--- src/rtl/alu_op_sequencer.sv ---
// Drives the ALU's ra/rb/inst inputs for one request at a time and returns the result.
// It also runs an 8x8 unsigned multiply as four 4x4 ALU multiplies summed into a 16-bit product.
module alu_op_sequencer #(
  parameter logic [3:0] MUL8_OP   = 4'b0110,
  parameter logic [7:0] IDLE_INST = 8'h00
) (
  input  logic       clk,
  input  logic       rst_n,
  input  logic       req_valid,
  output logic       req_ready,
  input  logic [7:0] req_op,
  input  logic [7:0] req_a,
  input  logic [7:0] req_b,
  output logic [7:0] alu_ra,
  output logic [7:0] alu_rb,
  output logic [7:0] alu_inst,
  input  logic [7:0] alu_rd,
  input  logic [7:0] alu_flags,
  output logic       resp_valid,
  input  logic       resp_ready,
  output logic [7:0] resp_lo,
  output logic [7:0] resp_hi,
  output logic [7:0] resp_flags,
  output logic       resp_err,
  output logic       busy
);

  typedef enum logic [2:0] {
    S_IDLE, S_EXEC, S_FLAG, S_MUL0, S_MUL1, S_MUL2, S_MUL3, S_DONE
  } state_e;

  state_e      state_q;
  logic [7:0]  a_q, b_q;
  logic [15:0] acc_q, acc_d;
  logic [7:0]  alu_ra_q, alu_rb_q, alu_inst_q;
  logic [7:0]  resp_lo_q, resp_hi_q, resp_flags_q;
  logic        resp_err_q;

  // Place the current partial product at its nibble weight: lo*lo=0, cross terms=4, hi*hi=8.
  function automatic logic [15:0] mul_term(input state_e st, input logic [7:0] rd);
    logic [15:0] ext;
    ext = {8'h00, rd};
    case (st)
      S_MUL1, S_MUL2: mul_term = ext << 4;
      S_MUL3:         mul_term = ext << 8;
      default:        mul_term = ext;
    endcase
  endfunction

  assign acc_d = acc_q + mul_term(state_q, alu_rd);

  always_ff @(posedge clk or negedge rst_n) begin
    if (!rst_n) begin
      state_q      <= S_IDLE;
      a_q          <= 8'h00;
      b_q          <= 8'h00;
      acc_q        <= 16'h0000;
      alu_ra_q     <= 8'h00;
      alu_rb_q     <= 8'h00;
      alu_inst_q   <= IDLE_INST;
      resp_lo_q    <= 8'h00;
      resp_hi_q    <= 8'h00;
      resp_flags_q <= 8'h00;
      resp_err_q   <= 1'b0;
    end else begin
      case (state_q)
        S_IDLE: begin
          if (req_valid) begin
            a_q   <= req_a;
            b_q   <= req_b;
            acc_q <= 16'h0000;
            case (req_op[7:4])
              4'b1000, 4'b1001, 4'b1010, 4'b1011, 4'b0100, 4'b0101: begin
                state_q    <= S_EXEC;
                alu_inst_q <= req_op;
                alu_ra_q   <= req_a;
                alu_rb_q   <= req_b;
              end
              MUL8_OP: begin
                state_q    <= S_MUL0;
                alu_inst_q <= {4'b0100, req_op[3:0]};
                alu_ra_q   <= {4'h0, req_a[3:0]};
                alu_rb_q   <= {4'h0, req_b[3:0]};
              end
              default: begin
                state_q      <= S_DONE;
                resp_lo_q    <= 8'h00;
                resp_hi_q    <= 8'h00;
                resp_flags_q <= 8'h00;
                resp_err_q   <= 1'b1;
              end
            endcase
          end
        end
        S_EXEC: begin
          resp_lo_q  <= alu_rd;
          resp_hi_q  <= 8'h00;
          resp_err_q <= 1'b0;
          state_q    <= S_FLAG;
        end
        // Inputs are held here so the ALU flag register reloads the same value we sample.
        S_FLAG: begin
          resp_flags_q <= alu_flags;
          alu_inst_q   <= IDLE_INST;
          alu_ra_q     <= 8'h00;
          alu_rb_q     <= 8'h00;
          state_q      <= S_DONE;
        end
        S_MUL0: begin
          acc_q    <= acc_d;
          alu_ra_q <= {4'h0, a_q[7:4]};
          alu_rb_q <= {4'h0, b_q[3:0]};
          state_q  <= S_MUL1;
        end
        S_MUL1: begin
          acc_q    <= acc_d;
          alu_ra_q <= {4'h0, a_q[3:0]};
          alu_rb_q <= {4'h0, b_q[7:4]};
          state_q  <= S_MUL2;
        end
        S_MUL2: begin
          acc_q    <= acc_d;
          alu_ra_q <= {4'h0, a_q[7:4]};
          alu_rb_q <= {4'h0, b_q[7:4]};
          state_q  <= S_MUL3;
        end
        S_MUL3: begin
          acc_q        <= acc_d;
          {resp_hi_q, resp_lo_q} <= acc_d;
          resp_flags_q <= (acc_d == 16'h0000) ? 8'h01 : 8'h00;
          resp_err_q   <= 1'b0;
          alu_inst_q   <= IDLE_INST;
          alu_ra_q     <= 8'h00;
          alu_rb_q     <= 8'h00;
          state_q      <= S_DONE;
        end
        S_DONE: begin
          if (resp_ready) state_q <= S_IDLE;
        end
      endcase
    end
  end

  assign req_ready  = rst_n & (state_q == S_IDLE);
  assign busy       = (state_q != S_IDLE);
  assign resp_valid = (state_q == S_DONE);
  assign alu_ra     = alu_ra_q;
  assign alu_rb     = alu_rb_q;
  assign alu_inst   = alu_inst_q;
  assign resp_lo    = resp_lo_q;
  assign resp_hi    = resp_hi_q;
  assign resp_flags = resp_flags_q;
  assign resp_err   = resp_err_q;

endmodule

--- config.mk ---
export PLATFORM = sky130hd
export DESIGN_NAME = alu_op_sequencer
export DESIGN_NICKNAME = d
export VERILOG_FILES = /design/src/rtl/alu_op_sequencer.sv
export SDC_FILE = /design/constraint.sdc
export NUM_CORES = 1
export LEC_CHECK = 0
export CAP_MARGIN = 40
export CORE_MARGIN = 4
export CORE_UTILIZATION = 56
export DETAILED_ROUTE_END_ITERATION = 8
export PLACE_DENSITY_LB_ADDON = 0.05
export REMOVE_ABC_BUFFERS = 1
export SYNTH_ARGS = -nofsm -noshare
export SYNTH_HDL_FRONTEND = slang
export SYNTH_SLANG_ARGS = --single-unit
--- constraint.sdc ---
create_clock -name clk -period 11.1 [get_ports clk]
set_clock_uncertainty 0.1 [all_clocks]
set_input_delay 1.665 -clock clk [delete_from_list [all_inputs] [get_ports clk]]
set_output_delay 1.665 -clock clk [all_outputs]
set_load 0.02 [all_outputs]
==> run metrics, run 1 <==
GPL Wtd Cong=0.934; most frequent cells in the layout=nand2_1, clkdlybuf4s50_1, dfrtp_1; most common flop cell mapped by yosys=dfrtp_1; TritonCTS clock tree=yes; Max Cap Viol=0; PostCTS Resize Cnt=0; period utilisation layout=0.422; Critical Path Source=rst_n; reg2reg setup slack=6.50 ns; final WL=12.9 mm; hold path cells=2; GR Overflow Total=0; Synth warnings=0; routed length per instance=18.2 um; Pleak=2.72 nW; Root Driver=clkbuf_8; CP max stage cell=clkdlybuf4s50_1; Vert. Die Dim=101 um; type of the worst min-delay path=flip-flop to flip-flop; CP endpoint kind=output pin; CTS sink cnt=84; Hold Buf Count CTS=0; critical path cell sequence=buf_4 > and2_1 > clkdlybuf4s50_1; max-slew violations=0; full die area=0.0101 mm^2; Hold EP=resp_flags[2]; FF-to-FF path depth=13; Rel. slew slack=0.419; Slew @ Worst Pin=0.872 ns; HPWL after DPL=9.28 mm; Final min period=4.69 ns; hold path start=resp_flags[2]; CTS Buf Count=9; Arr. time, crit path=2.92 ns; Post-Syn Instances=512; Pwr Density=356 mW/mm^2; Worst Path Required=9.34 ns; via count=4341; Post-CTS Setup Repair Bufs=0; cell area after synthesis=0.00481 mm^2; number of cell rows=33; Synth Area per Inst=9.39 um^2; worst skew pair latency=0.36 ns; Startpoint Class=input port; post-place setup slack=6.35 ns; fillers=621; Core ar.=0.00830 mm^2; Worst Path Max Fanout=43; DRC Markers=0; iteration count of the initial detailed-routing pass=5; RSZ-0062 raised after global routing=false; ANT nets after route=0; number of diodes=0; Final Hold Fails=0; layout cells sized above 1=0.0844; maximum VDD drop=180 uV; CTS H-tree lvls=3; final setup vio count=0; 1st-iter DRT viols=232; TNS Setup=0 ns; global-route wire length before repair=20.9 mm; Top-Level Pins=96; Final WS setup=6.41 ns; RR Startpoint=state_q[0]; post-layout net count=664; die width=101 um; number of I/O port buffers=95; Post-synth EDFFs=0; status=completed; slowest cell delay on critical path=0.60 ns; sequential fraction of the synthesis area=0.437; vias in the first global route=4211; number of antenna violations at the first check in global routing=0; Worst R2R End=resp_flags[0]; Via-to-Cell Ratio=6.12; Async SR Flop Fraction=1.00; initial core utilization=0.579; clk buf depth=2; Max Fclk=213 MHz; Layout area overhead=25.4%; Total Routing Usage GR=0.258; synthesized flop and latch total=84; WS Path Type=input port to output pin; CTS clk-pin slew, worst paths=0.08 ns; Unique masters post-synth=64; leading cell type in the layout, fill and taps excluded=nand2_1; largest net degree at the start of global routing=44
[final cells by class]
class                   count  area [um^2]  share of cell area
multi-input cells         388         2560               0.424
flip-flops and latches     84         2100               0.349
repair buffers            100          986               0.164
clock buffers              11          131              0.0218
well taps                 105          131              0.0218
clock inverters             5         61.3              0.0102
inverters                  16         60.1             0.00996
[per-stage QoR]
step                 util  instances  area [um^2]  hold slack (ns)  power [mW]
floorplan               -        488         4710            0.378        1.46
global placement    0.702        692         5830            0.355        1.88
detailed placement  0.703        693         5840            0.355        1.91
CTS                 0.726        709         6030            0.374        2.13
global route        0.726        709         6030            0.413        2.31
finish              0.726        709         6030            0.370        2.14
[cells in the mapped netlist (all sizes together), types with 7 or more instances]
master | n | area share
mux2 | 18 | 0.042
nand3 | 18 | 0.019
clkbuf | 20 | 0.016
nor2 | 9 | 0.0070
and3 | 12 | 0.016
nor2b | 7 | 0.0091
mux2i | 11 | 0.023
dfrtp | 84 | 0.44
o21ai | 49 | 0.051
a21oi | 17 | 0.018
nand2 | 104 | 0.081
nor3 | 12 | 0.015
inv | 16 | 0.012
a21o | 7 | 0.011
nand3b | 7 | 0.011
ha | 20 | 0.052
[state kept, by name (all words and copies together) (netlist names)]
register	count
resp_lo	8
alu_rb	8
resp_flags	8
state_q	3
a_q	8
resp_err	1
acc_q	16
b_q	8
resp_hi	8
alu_ra	8
alu_inst	8
[metal layers]
metal	track usage	wire length, um
met2	0.423	6330
met1	0.355	5720
met5	0	0
met4	0.0808	235
met3	0.0374	625
[critical path, delay by kind of cell]
family	cells	cell delay (ns)
buffers and inverters	2	1.03
and+or+nand+nor	1	0.21
[logic make-up (layout without fill, tap and decap cells)]
kind of cell             after synthesis  in the layout  share of synthesized area
buffers and inverters                 40            132                     0.0318
AO/OA/AOI/OAI                        141            141                      0.207
flip-flops                            84             84                      0.437
multiplexers                          29             29                     0.0651
adder cells (fa/ha/maj)               21             21                     0.0562
XOR/XNOR                               4              4                    0.00729
AND/OR/NAND/NOR                      193            193                      0.196
[worst max-delay path by stage]
stage	endpoint	slack, ns	cells after the start
after CTS	req_ready	6.38	3
after floorplan	resp_flags[0]	7.10	10
after detailed placement	resp_flags[0]	6.35	11
after global routing	resp_flags[0]	6.20	13
final	req_ready	6.41	3
after global placement	req_ready	6.39	3
[report_power, final]
part	leakage [nW]	switching [mW]	internal, mW
clock	0.0862	0.116	0.105
sequential	1.06	0.0832	0.444
combinational	1.57	0.829	0.567
total	2.72	1.03	1.12
(Power assumes the default switching activity.)
==> run 2, diff against run 1 <==
--- a/config.mk
+++ b/config.mk
@@ -7,7 +7,7 @@
 export LEC_CHECK = 0
 export CAP_MARGIN = 40
 export CORE_MARGIN = 4
-export CORE_UTILIZATION = 56
+export CORE_UTILIZATION = 52
 export DETAILED_ROUTE_END_ITERATION = 8
 export PLACE_DENSITY_LB_ADDON = 0.05
 export REMOVE_ABC_BUFFERS = 1
==> constraint.sdc (replaced) <==
create_clock -name clk -period 4.5 [get_ports clk]
set_clock_uncertainty 0.1 [all_clocks]
set_input_delay 0.675 -clock clk [delete_from_list [all_inputs] [get_ports clk]]
set_output_delay 0.675 -clock clk [all_outputs]
set_load 0.02 [all_outputs]
==> run 2 against run 1 <==
Against the previous run: die area up 7.1%; sequential cell count unchanged; via count down 1.8%; wire length up 2.6%; final cell count up 1.4%; hold slack better by 0.0090 ns; combinational power up 150%; final area up 1.4%; total power up 150%; critical endpoint is now resp_flags[0]; highest routed layer unchanged.
==> run metrics, run 2 (synthesis gave the netlist of run 1 again) <==
status=completed; max reg flops=16; Root Driver=clkbuf_8; full die area=0.0108 mm^2; 1st-iter DRT viols=199; Via-to-Cell Ratio=5.93; met2 GRT Util=0.409; Layout area overhead=27.1%; worst skew pair latency=0.36 ns; TNS Setup=0 ns; ANT nets after route=0; vias in the first global route=4289; Pleak=2.77 nW; CTS clk-pin slew, worst paths=0.10 ns; iteration count of the initial detailed-routing pass=5; Startpoint Class=flip-flop; final WL=13.2 mm; Worst Path Max Fanout=8; GR Overflow Total=0; Final Util=0.691; max-slew violations=0; DRC Markers=0; Total Routing Usage GR=0.248; PostCTS Resize Cnt=0; most frequent cells in the layout=nand2_1, clkdlybuf4s50_1, dfrtp_1; Core ar.=0.00885 mm^2; Vert. Die Dim=104 um; Final Hold Fails=0; WS Path Type=flip-flop to flip-flop; layout cells sized above 1=0.0966; CP endpoint kind=flip-flop; post-layout net count=671; GPL Wtd Cong=0.943; RSZ-0062 raised after global routing=false; Max Cap Viol=0; global-route wire length before repair=21.9 mm; GR Util met1=0.336; Arr. time, crit path=4.01 ns; die width=104 um; number of I/O port buffers=95; number of antenna violations at the first check in global routing=0; leading cell type in the layout, fill and taps excluded=nand2_1; most flop-heavy register=acc_q; CTS Buf Count=9; Rel. slew slack=0.428; final setup vio count=0; Post-CTS Setup Repair Bufs=0; type of the worst min-delay path=flip-flop to flip-flop; Final min period=3.80 ns; largest net degree at the start of global routing=52; Slew @ Worst Pin=0.853 ns; CTS H-tree lvls=3; maximum VDD drop=442 uV; number of cell rows=34; TritonCTS clock tree=yes; Hold Buf Count CTS=1; Placed Instance Area=0.00590 mm^2; period utilisation layout=0.843; layer with the highest usage=met2; Final Hold Slack=0.379 ns; via count=4265; Top-Level Pins=96; number of diodes=0; initial core utilization=0.543; Worst Path Required=4.71 ns; HPWL after DPL=9.78 mm; clk buf depth=2; grt met3 use=0.0403; routed length per instance=18.4 um; Final WS setup=0.704 ns; post-place setup slack=0.720 ns; Pwr Density=874 mW/mm^2; Max Fclk=263 MHz; CTS sink cnt=84; Final Cell Area=0.00611 mm^2
## run 2: changes by cell type in the layout (fill, tap and decap cells not counted)
cell and change:
dlygate4sd3_1 +1, buf_16 +1, clkinvlp_4 -2, inv_6 +1
buf_4 +5, clkinv_2 +2, clkbuf_1 -2, clkinv_4 +1
## run 2: report_power, final
part           switching [mW]  leakage, nW  internal (mW)  total (mW)
logic                    2.05         1.61           1.43        3.48
clock network           0.308        0.100          0.260       0.568
registers               0.202         1.06           1.09        1.30
total                    2.56         2.77           2.78        5.34
## run 2: worst max-delay path, cell delays in order (launching register included)
cell and delay, ns:
dfrtp_1 0.44, inv_1 0.13, ha_1 0.28, o21ai_1 0.24
and3_1 0.29, ha_1 0.22, fa_1 0.41, a211o_1 0.36
and4_1 0.22, nor3_1 0.33, o311ai_1 0.19, a2111oi_2 0.33
nand4_1 0.13, nand2_1 0.08
## run 2: through the flow
stage / power, mW / std cells
floorplan: 3.61 / 488
global route: 5.76 / 719
finish: 5.34 / 719
detailed placement: 4.75 / 702
global placement: 4.66 / 700
CTS: 5.33 / 719
## run 2: final timing paths
kind,startpoint,slack (ns),cells after the start,endpoint
max in group asynchronous,rst_n,2.87,4,acc_q[6]
hold / removal,resp_flags[1],0.38,2,resp_flags[1]
setup reg to reg,state_q[1],0.70,13,resp_flags[0]
hold reg to reg,resp_flags[1],0.38,2,resp_flags[1]
min in group asynchronous,rst_n,0.54,2,alu_rb[4]
setup / recovery,state_q[1],0.70,13,resp_flags[0]
## run 2: area by class of cell
type,instances,area [um^2]
clock buffer,9,124
clock inverter,7,73.8
fill,706,2740
inverter,16,60.1
multi-input combinational,388,2560
sequential,84,2100
tap,108,135
timing repair buffer,107,1060
## run 2: layer usage
metal  vias up  routed length [um]  part of all wire
met4         0                 163             0.012
li1       2059                   -                 -
met3        15                 694             0.052
met5         -                   0                 0
met1      2054                5790              0.44
met2       137                6590              0.50
==> run 3, diff against run 2 <==
==> constraint.sdc (replaced) <==
create_clock -name clk -period 3.9 [get_ports clk]
set_clock_uncertainty 0.1 [all_clocks]
set_input_delay 0.585 -clock clk [delete_from_list [all_inputs] [get_ports clk]]
set_output_delay 0.585 -clock clk [all_outputs]
set_load 0.02 [all_outputs]
==> run 3 against run 2 <==
Against the previous run: sequential power up 13%; clock power is 26% higher; sequential cell count unchanged; hold slack got worse by 0.28 ns; core utilization grew 0.30 points; wire length rose by 0.45%; highest routed layer unchanged.
==> run metrics, run 3 (synthesis gave the netlist of run 1 again) <==
status=completed; 1st-iter DRT viols=228; most frequent CP cell=a211o_1; final WL=13.3 mm; maximum VDD drop=560 uV; leading cell type in the layout, fill and taps excluded=nand2_1; HPWL after DPL=9.85 mm; Top Metal Used=met4; number of I/O port buffers=95; number of diodes=0; die width=104 um; Startpoint Class=flip-flop; Max Cap Viol=0; Arr. time, crit path=3.86 ns; Critical Path Source=state_q[1]; Vert. Die Dim=104 um; clk buf depth=2; Rel. slew slack=0.419; CTS sink cnt=84; GPL Wtd Cong=0.879; number of antenna violations at the first check in global routing=0; FF-to-FF path depth=13; iteration count of the initial detailed-routing pass=5; Pwr Density=1020 mW/mm^2; CTS Buf Count=9; Core ar.=0.00885 mm^2; Slew @ Worst Pin=0.850 ns; Worst Path Required=4.10 ns; max-slew violations=0; Final Hold Fails=0; initial core utilization=0.543; Final min period=3.66 ns; CTS clk-pin slew, worst paths=0.09 ns; largest net degree at the start of global routing=45; via count=4360; routed length on met1=5.93 mm; full die area=0.0108 mm^2; layout cells sized above 1=0.103; routed length per instance=18.4 um; TritonCTS clock tree=yes; WS Path Type=flip-flop to flip-flop; Via-to-Cell Ratio=6.05; CP endpoint kind=flip-flop; max reg flops=16; period utilisation layout=0.938; Layout area overhead=27.7%; DRC Markers=0; Root Driver=clkbuf_8; Pleak=2.78 nW; RR Startpoint=state_q[1]; number of cell rows=34; most frequent cells in the layout=nand2_1, clkdlybuf4s50_1, dfrtp_1; Worst Path Max Fanout=8; fillers=681; Top-Level Pins=96; met2 routed WL=6.49 mm; post-layout net count=673; TNS Setup=0 ns; final setup vio count=0; most flop-heavy register=acc_q; GR Overflow Total=0; type of the worst min-delay path=input port to async pin; slowest cell delay on critical path=0.44 ns; reg2reg setup slack=0.24 ns; Max Fclk=273 MHz; CP max stage cell=dfrtp_1; global-route wire length before repair=22.0 mm; Pwr Total=6.28 mW; vias in the first global route=4391; worst skew pair latency=0.36 ns; RSZ-0062 raised after global routing=false; ANT nets after route=0; Post-CTS Setup Repair Bufs=0; Worst R2R End=resp_flags[0]; critical path cell sequence=inv_1 > ha_1 > o21ai_2 > and3_1 > ha_1 > fa_1 > a211o_1 > a211o_1 > a211o_1 > nand4b_4 > a2111oi_2 > nand4_1 > nand2_1; WL met3=674 um; Total Routing Usage GR=0.246; CTS H-tree lvls=3
## run 3: final cells by class
class / count / area (um^2) / share of cell area
tap: 108 / 135 / 0.0220
inverter: 16 / 60.1 / 0.00978
clock inverter: 5 / 83.8 / 0.0137
sequential: 84 / 2100 / 0.342
timing repair buffer: 109 / 1050 / 0.172
clock buffer: 11 / 141 / 0.0230
multi-input combinational: 388 / 2560 / 0.417
## run 3: how the worst max path moves through the flow
stage | end | slack (ns) | cells past startpoint
floorplan | resp_flags[0] | 0.18 | 13
global placement | resp_flags[0] | 0.28 | 13
detailed placement | resp_flags[0] | 0.17 | 13
CTS | resp_flags[0] | 0.15 | 13
global route | resp_flags[0] | 0.02 | 12
finish | resp_flags[0] | 0.24 | 13
## run 3: routing by layer
layer | track usage | vias up
met5 | 0 | -
met4 | 0.0617 | 0
met3 | 0.0453 | 26
met2 | 0.411 | 147
met1 | 0.332 | 2125
li1 | - | 2062
## run 3: repair_timing
| item | CTS | global route |
|---|---|---|
| endpoints found under the setup margin | 0 | 3 |
| gates resized for setup | 0 | 3 |
| hold buffers | 0 | 0 |
## run 3: power by group
group / leakage [nW] / internal [mW] / switching, mW
sequential: 1.06 / 1.26 / 0.208
combinational: 1.62 / 1.69 / 2.41
clock: 0.106 / 0.381 / 0.334
## run 3: worst max-delay path: cells and delay by family, from the launching register on
kind / cells / cell delay [ns]
DFF: 1 / 0.44
buffers and inverters: 1 / 0.13
and+or+nand+nor: 4 / 0.61
adders and majority gates: 3 / 0.93
AOI/OAI and AO/OA: 5 / 1.40
## run 3: per-stage QoR
step / area [um^2] / hold slack (ns) / utilization / cells / worst slack [ns]
2_1_floorplan: 4710 / 0.189 / - / 488 / 0.185
6_report: 6140 / 0.102 / 0.694 / 721 / 0.243
5_1_grt: 6140 / 0.139 / 0.694 / 721 / 0.0156
3_5_place_dp: 5910 / 0.364 / 0.668 / 705 / 0.173
4_1_cts: 6130 / 0.117 / 0.693 / 721 / 0.154
3_3_place_gp: 5900 / 0.352 / 0.667 / 704 / 0.277
